==> src/rtl/cpu_pkg.sv <==
// Shared definitions for the cpu core, program counter, memory and bus arbiter.
// Holds the bus widths and the one-hot arbiter state encodings.
package cpu_pkg;

   localparam int ADDR_W_DEF = 16;
   localparam int DATA_W_DEF = 8;

   // One-hot so ownership decodes from a single bit (st[1] == DMA).
   typedef enum logic [2:0] {
      ST_CPU  = 3'b001,
      ST_DMA  = 3'b010,
      ST_HOLD = 3'b100
   } arb_state_e;

endpackage

==> src/rtl/mem_arbiter.sv <==
// Two-master arbiter for the single-port memory: CPU vs DMA, with a capped DMA
// burst followed by one guaranteed CPU cycle, and a CPU lock that blocks handover.
module mem_arbiter
   import cpu_pkg::*;
#(
   parameter int ADDR_W    = ADDR_W_DEF,
   parameter int DATA_W    = DATA_W_DEF,
   parameter int BURST_MAX = 4
) (
   input  logic              CLK,
   input  logic              R_N,
   input  logic [ADDR_W-1:0] cpu_addr,
   input  logic [DATA_W-1:0] cpu_wdata,
   input  logic              cpu_we,
   input  logic              cpu_lock,
   output logic              cpu_rdy,
   output logic [DATA_W-1:0] cpu_rdata,
   input  logic              dma_req,
   input  logic [ADDR_W-1:0] dma_addr,
   input  logic [DATA_W-1:0] dma_wdata,
   input  logic              dma_we,
   output logic              dma_gnt,
   output logic [DATA_W-1:0] dma_rdata,
   output logic [ADDR_W-1:0] mem_addr,
   output logic [DATA_W-1:0] mem_wdata,
   output logic              mem_we,
   input  logic [DATA_W-1:0] mem_rdata
);

   localparam int BW = (BURST_MAX < 1) ? 1 : $clog2(BURST_MAX + 1);
   localparam logic [BW-1:0] BCNT_MAX = BW'(BURST_MAX);
   localparam logic [BW-1:0] BCNT_ONE = BW'(1);

   generate
      if (BURST_MAX < 1) begin : g_bad_burst
         $error("mem_arbiter: BURST_MAX must be >= 1");
      end
   endgenerate

   arb_state_e    st;
   logic [BW-1:0] bcnt;

   always_ff @(posedge CLK or negedge R_N) begin
      if (!R_N) begin
         st   <= ST_CPU;
         bcnt <= '0;
      end else begin
         case (st)
            ST_CPU, ST_HOLD: begin
               // HOLD differs from CPU only in that it never lingers.
               if (dma_req && !cpu_lock) begin
                  st   <= ST_DMA;
                  bcnt <= BCNT_ONE;
               end else begin
                  st   <= ST_CPU;
                  bcnt <= '0;
               end
            end
            ST_DMA: begin
               // cpu_lock is ignored here: the CPU is stalled and cannot be mid-sequence.
               if (!dma_req) begin
                  st   <= ST_CPU;
                  bcnt <= '0;
               end else if (bcnt == BCNT_MAX) begin
                  st   <= ST_HOLD;
                  bcnt <= '0;
               end else begin
                  bcnt <= bcnt + BCNT_ONE;
               end
            end
            default: begin
               st   <= ST_CPU;
               bcnt <= '0;
            end
         endcase
      end
   end

   assign dma_gnt = st[1];
   assign cpu_rdy = ~st[1];

   assign mem_addr  = dma_gnt ? dma_addr  : cpu_addr;
   assign mem_wdata = dma_gnt ? dma_wdata : cpu_wdata;
   // A DMA write in the cycle its request drops is dropped with it.
   assign mem_we    = (cpu_rdy & cpu_we) | (dma_gnt & dma_req & dma_we);

   assign cpu_rdata = mem_rdata;
   assign dma_rdata = mem_rdata;

   a_state_onehot : assert property (@(posedge CLK) disable iff (!R_N) $onehot(st))
      else $error("mem_arbiter: state register not one-hot");

endmodule

==> config.mk <==
export PLATFORM = sky130hd
export DESIGN_NAME = mem_arbiter
export DESIGN_NICKNAME = d
export VERILOG_FILES = /design/src/rtl/cpu_pkg.sv /design/src/rtl/mem_arbiter.sv
export SDC_FILE = /design/constraint.sdc
export NUM_CORES = 1
export LEC_CHECK = 0
export ABC_AREA = 1
export ABC_CLOCK_PERIOD_IN_PS = 3400
export CAP_MARGIN = 10
export CORE_UTILIZATION = 26
export DETAILED_ROUTE_END_ITERATION = 7
export GPL_TIMING_DRIVEN = 1
export PLACE_DENSITY = 0.87
export SYNTH_ARGS = -nofsm -noshare
export SYNTH_HDL_FRONTEND = slang
export SYNTH_SLANG_ARGS = --single-unit
==> constraint.sdc <==
create_clock -name CLK -period 3.4 [get_ports CLK]
set_clock_uncertainty 0.05 [all_clocks]
set_input_delay 0.68 -clock CLK [delete_from_list [all_inputs] [get_ports CLK]]
set_output_delay 0.68 -clock CLK [all_outputs]
set_load 0.005 [all_outputs]
==> flow_metrics.py, run 1 <==
metrics = {
    "final_layout": {
        "fillers": 284,
        "nNetsFinal": 259,
        "syn_to_final_growth_pct": 94.30,
        "drive_above_1_share_pct": 3.093,
        "diodes": 0,
        "fin_util_pct": 53.09,
        "fin_area_mm2": 0.001451,
    },
    "global_route": {
        "grt_pass1_vias": 935,
        "antenna_found_initial": 0,
        "grt_max_degree": 30,
        "grt_pass1_wl_um": 4105,
        "grt-ovfl-total": 0,
        "track_usage_pct": 16.60,
    },
    "worst_setup_path": {
        "start_kind": "input port",
        "worstRegToRegCells": 5,
        "critPathBufInv": 3,
        "endpoint_kind": "output port",
        "cpMaxStageDelayCell": "clkdlybuf4s50_1",
        "cpMostUsedCell": "clkdlybuf4s50_1",
        "crit_chain": "clkdlybuf4s50_1 -> nand2_1 -> inv_1 -> a22o_1 -> clkdlybuf4s50_1",
        "critPathRequiredTime_ns": 2.67,
        "critical_path_depth": 5,
        "criticalPathCategory": "in2out",
        "worstPathArrival_ns": 2.02,
        "slowest_delay_ns": 0.51,
        "crit_fanout": 4,
        "path_delay_family": "buffers and inverters",
    },
    "timing": {
        "finalCriticalPeriod_ns": 2.750,
        "fmax_mhz": 363.6,
        "rsz0062_at_grt": "false",
        "final-setup-viol-count": 0,
        "drv_slew": 0,
        "setup_tns_ns": 0,
        "finalCritPeriodShare_pct": 80.89,
        "worstMarginPinSlew_ns": 0.4583,
        "maxSlewHeadroom_pct": 69.40,
        "hold_viol_final": 0,
    },
    "detailed_routing": {
        "drc_errors": 0,
        "antenna_left": 0,
        "drtIter0Drc": 74,
        "wl_per_cell_um": 10.50,
        "first_pass_iters": 4,
        "routed_wl_um": 2362,
        "via_per_inst": 4.244,
        "vias": 955,
    },
    "worst_hold_path": {
        "hold_path_depth": 2,
        "hold_class": "reg2reg",
    },
    "clocking": {
        "clk_latency_ns": 0.25,
        "clockBufferDepth": 2,
        "numCtsBuffers": 3,
        "cts_root_buf": "clkbuf_4",
        "cts_sinks": 6,
        "cts_hold_buf": 0,
        "cts_tree": "built",
        "clk_transition_reported_paths_ns": 0.05,
        "h-tree-depth": 1,
        "post_cts_buffers": 0,
        "cts_resized": 0,
    },
    "run_status": {
        "status": "complete, no violations",
    },
    "logic_synthesis": {
        "ys_seq_area_share_pct": 20.27,
        "synth.cells.most_frequent": "nand2_1 (81), buf_4 (16), inv_1 (6)",
        "synth_ff_type": "dfrtp_1",
        "netlist_area_um2": 747.0,
        "ys_warn_count": 0,
        "synth_cell_types": 15,
        "synthMostInstantiatedCell": "nand2_1",
        "synth_cells": 131,
        "yosysTopAreaCell": "nand2_1",
        "yosys-top-cells-area": "nand2_1 (41%), dfrtp_1 (17%), buf_4 (16%)",
        "avgSynthCellArea_um2": 5.702,
        "synth_edf_count": 0,
        "synthArstFlopShare_pct": 100.0,
        "synth_nets": 195,
        "synth_top_cell_area_share_pct": 40.70,
        "ys_ff_latch": 6,
    },
    "die": {
        "core_mm2": 0.002734,
        "dieArea_mm2": 0.003091,
        "die_x_um": 55.60,
        "io_pins": 105,
        "die_y_um": 55.60,
        "row_count": 19,
        "start_util_pct": 27.32,
    },
    "placement": {
        "portBuffers": 80,
        "placed_area_mm2": 0.001425,
        "dpl.hpwl_um": 1834,
        "place.gp.congestion": 0.7750,
    },
    "run": {
        "maxCapViolations": 0,
    },
    "pwr": {
        "p_per_area_mw_per_mm2": 244.2,
        "vdd_ir_drop_max_mv": 0.2479,
        "total_power_mw": 0.3544,
        "p_leak_nw": 0.7028,
    },
}
==> stage by stage <==
step / worst slack [ns] / cells / hold slack (ns)
2_1_floorplan: 1.695 / 131 / 0.3344
3_3_place_gp: 0.6643 / 221 / 0.4913
3_5_place_dp: 0.6608 / 221 / 0.5032
4_1_cts: 0.6538 / 225 / 0.5145
5_1_grt: 0.5464 / 225 / 0.5656
6_report: 0.6496 / 225 / 0.5146
==> tightest hold or removal path, stage by stage, from the launching register on <==
cell,delay (ns)
dfrtp_1,0.37
xnor2_1,0.12
nor2_1,0.04
==> kinds of logic (layout without fill, tap and decap cells) <==
family,Yosys count,count (layout),synth area share (%)
and+or+nand+nor,92,92,47.90
xor gates and xnor gates,1,1,1.173
DFF,6,6,20.27
AOI/OAI and AO/OA,1,1,1.173
buffers and inverters,29,92,26.13
adders and majority gates,2,2,3.350
==> routing by layer <==
layer  vias to the layer above  routed length (um)  track usage (%)
li1                        502                   -                -
met5                         -                   0                0
met1                       394                 917            18.29
met4                         0                  29            5.714
met2                        53                1173            30.46
met3                         6                 242            4.419
==> registers in the layout, summed over array words and instances (netlist names) <==
| register | flops |
|---|---|
| st | 3 |
| bcnt | 3 |
==> placed cells by master, fill, tap and decap left out <==
cell             Yosys  routed
ha_1                 2       2
dfrtp_1              5       5
clkbuf_1             0       1
buf_4               16       1
clkdlybuf4s50_1      0      80
xnor2_1              1       1
inv_2                1       1
nor3_1               1       1
a22o_1               1       1
nor2_1               4       4
nand3_1              3       3
clkbuf_4             0       3
dfstp_2              1       1
nand4_1              3       3
inv_1                6       6
nand2_1             81      81
==> worst paths after layout <==
kind                       startpoint  slack (ns)       to
max in group asynchronous         R_N        2.41    st[0]
hold reg to reg               bcnt[2]        0.51  bcnt[2]
setup reg to reg                st[1]        2.22  bcnt[2]
hold / removal                bcnt[2]        0.51  bcnt[2]
setup / recovery              dma_req        0.65   mem_we
min in group asynchronous         R_N        0.61  bcnt[2]
==> area by class of cell <==
cell class	count	area [um^2]	share of cell area, %
timing repair buffer	81	808.3	55.69
multi-input combinational	96	400.4	27.59
clock buffer	4	26.28	1.810
tap	31	38.79	2.672
inverter	7	26.28	1.810
sequential	6	151.4	10.43
==> power breakdown <==
group	switching (mW)	total (mW)	internal [mW]
logic	0.0705	0.202	0.131
registers	0.00248	0.0789	0.0765
clock network	0.0289	0.0736	0.0447
No activity file was read; power rests on OpenSTA's default activity.
==> inputs of run 2 (changes only) <==
Settings changed: ABC_CLOCK_PERIOD_IN_PS 3400 to 2500, CORE_UTILIZATION 26 to 22, PLACE_DENSITY 0.87 to 0.79.
Clock period 3.4 ns to 2.5 ns, I/O delays scaled along.
==> run 2 against run 1 <==
Net effect: global-route usage is 3.8 points lower; sequential share of layout area is 0.12 points lower; worst setup slack worse by 0.52 ns; worst hold slack worse by 0.077 ns; critical endpoint unchanged; largest cell class unchanged; highest routed layer unchanged.
==> flow_metrics.py, run 2 (synthesized netlist as in run 1, its figures left out) <==
metrics = {
    "pwr": {
        "switchingPower_mw": 0.1387,
        "vdd_ir_drop_max_mv": 0.3121,
        "p_per_area_mw_per_mm2": 328.3,
        "p_leak_nw": 0.7028,
        "clock_power_share_pct": 20.5,
        "p_seq_share_pct": 22.3,
        "cellInternalPower_mw": 0.3432,
        "total_power_mw": 0.4819,
        "pwr-share-comb_pct": 57.2,
        "swShare_pct": 28.78,
    },
    "worst_setup_path": {
        "worstPathArrival_ns": 1.82,
        "crit_fanout": 4,
        "criticalPathCategory": "in2out",
        "endpoint_kind": "output port",
        "start_kind": "input port",
        "critPathRequiredTime_ns": 1.95,
    },
    "die": {
        "die_x_um": 60.27,
        "core_mm2": 0.003128,
        "start_util_pct": 23.88,
        "row_count": 20,
        "io_pins": 105,
        "die_y_um": 60.27,
        "dieArea_mm2": 0.003632,
    },
    "run_status": {
        "status": "complete, no violations",
    },
    "clocking": {
        "post_cts_buffers": 0,
        "cts_tree": "built",
        "cts_hold_buf": 0,
        "clk_transition_reported_paths_ns": 0.05,
        "numCtsBuffers": 3,
        "clockBufferDepth": 2,
        "cts_sinks": 6,
        "clk_latency_ns": 0.25,
        "h-tree-depth": 1,
        "cts_resized": 0,
        "cts_root_buf": "clkbuf_4",
    },
    "detailed_routing": {
        "antenna_left": 0,
        "first_pass_iters": 4,
        "wl_per_cell_um": 9.882,
        "routed_wl_um": 2352,
        "via_per_inst": 3.992,
        "drtIter0Drc": 30,
        "drc_errors": 0,
        "vias": 950,
    },
    "timing": {
        "maxSlewHeadroom_pct": 67.42,
        "drv_slew": 0,
        "hold_viol_final": 0,
        "final-setup-viol-count": 0,
        "worstMarginPinSlew_ns": 0.4880,
        "rsz0062_at_grt": "false",
        "setup_tns_ns": 0,
        "finalCriticalPeriod_ns": 2.368,
        "fmax_mhz": 422.3,
        "hold_ws_ns": 0.4372,
        "finalCritPeriodShare_pct": 94.71,
    },
    "global_route": {
        "grt-ovfl-total": 0,
        "grt_pass1_vias": 847,
        "grt_max_degree": 30,
        "track_usage_pct": 12.80,
        "grt_pass1_wl_um": 3422,
        "antenna_found_initial": 0,
    },
    "final_layout": {
        "diodes": 0,
        "layout_commonest_cell": "nand2_1",
        "drive_above_1_share_pct": 3.093,
        "largestRegisters": "bcnt (3), st (3)",
        "syn_to_final_growth_pct": 96.48,
        "nNetsFinal": 259,
        "fin_util_pct": 46.92,
        "mostFrequentLayoutCells": "nand2_1 (81), clkdlybuf4s50_1 (80), inv_1 (6)",
    },
    "run": {
        "maxCapViolations": 0,
    },
    "placement": {
        "place.gp.congestion": 0.8287,
        "dpl.hpwl_um": 1920,
        "portBuffers": 80,
    },
    "worst_hold_path": {
        "hold_class": "in2async",
    },
}
run 2: cell counts in the layout (fill, tap and decap cells not counted):
Identical to the previous run, type by type.
run 2: critical path, stage by stage:
cell and delay (ns):
clkdlybuf4s50_1 0.52, nand2_1 0.08, inv_1 0.11, a22o_1 0.12, clkdlybuf4s50_1 0.49
run 2: layout make-up:
type | count | area, um^2
flip-flops and latches | 6 | 151.4
fillers | 327 | 1660
multi-input cells | 96 | 400.4
well taps | 44 | 55.05
repair buffers | 81 | 808.3
clock buffers | 4 | 26.28
inverters | 7 | 26.28
run 2: per-stage QoR:
| stage | area [um^2] | setup slack [ns] | std cells |
|---|---|---|---|
| 2_1_floorplan | 747.0 | 1.053 | 131 |
| 3_3_place_gp | 1441 | 0.1321 | 234 |
| 3_5_place_dp | 1441 | 0.1283 | 234 |
| 4_1_cts | 1468 | 0.1309 | 238 |
| 5_1_grt | 1468 | 0.04982 | 238 |
| 6_report | 1468 | 0.1322 | 238 |
run 2: per-layer routing:
layer	vias to the layer above	global-route usage, %	part of all wire (%)	wire, um
met5	-	0	0	0
met4	0	5.316	1.4	34
met3	9	3.463	11	256
met2	56	23.70	52	1214
met1	380	13.36	36	847
li1	505	-	-	-
run 2: worst paths after layout:
| check | start | end | slack, ns | depth (start not counted) |
|---|---|---|---|---|
| max | dma_req | mem_we | 0.13 | 5 |
| max reg2reg | st[1] | bcnt[0] | 1.30 | 3 |
| min reg2reg | bcnt[2] | bcnt[2] | 0.50 | 2 |
| max in group asynchronous | R_N | st[0] | 1.68 | 1 |
| min in group CLK | bcnt[2] | bcnt[2] | 0.50 | 2 |
| min | R_N | st[2] | 0.44 | 1 |
run 2: power groups by stage:
stage	sequential [mW]	combinational, mW	clock, mW
4_1_cts	0.107	0.279	0.105
6_report	0.107	0.275	0.0990
5_1_grt	0.108	0.305	0.111
3_3_place_gp	0.108	0.274	0
2_1_floorplan	0.108	0.115	0
3_5_place_dp	0.109	0.279	0
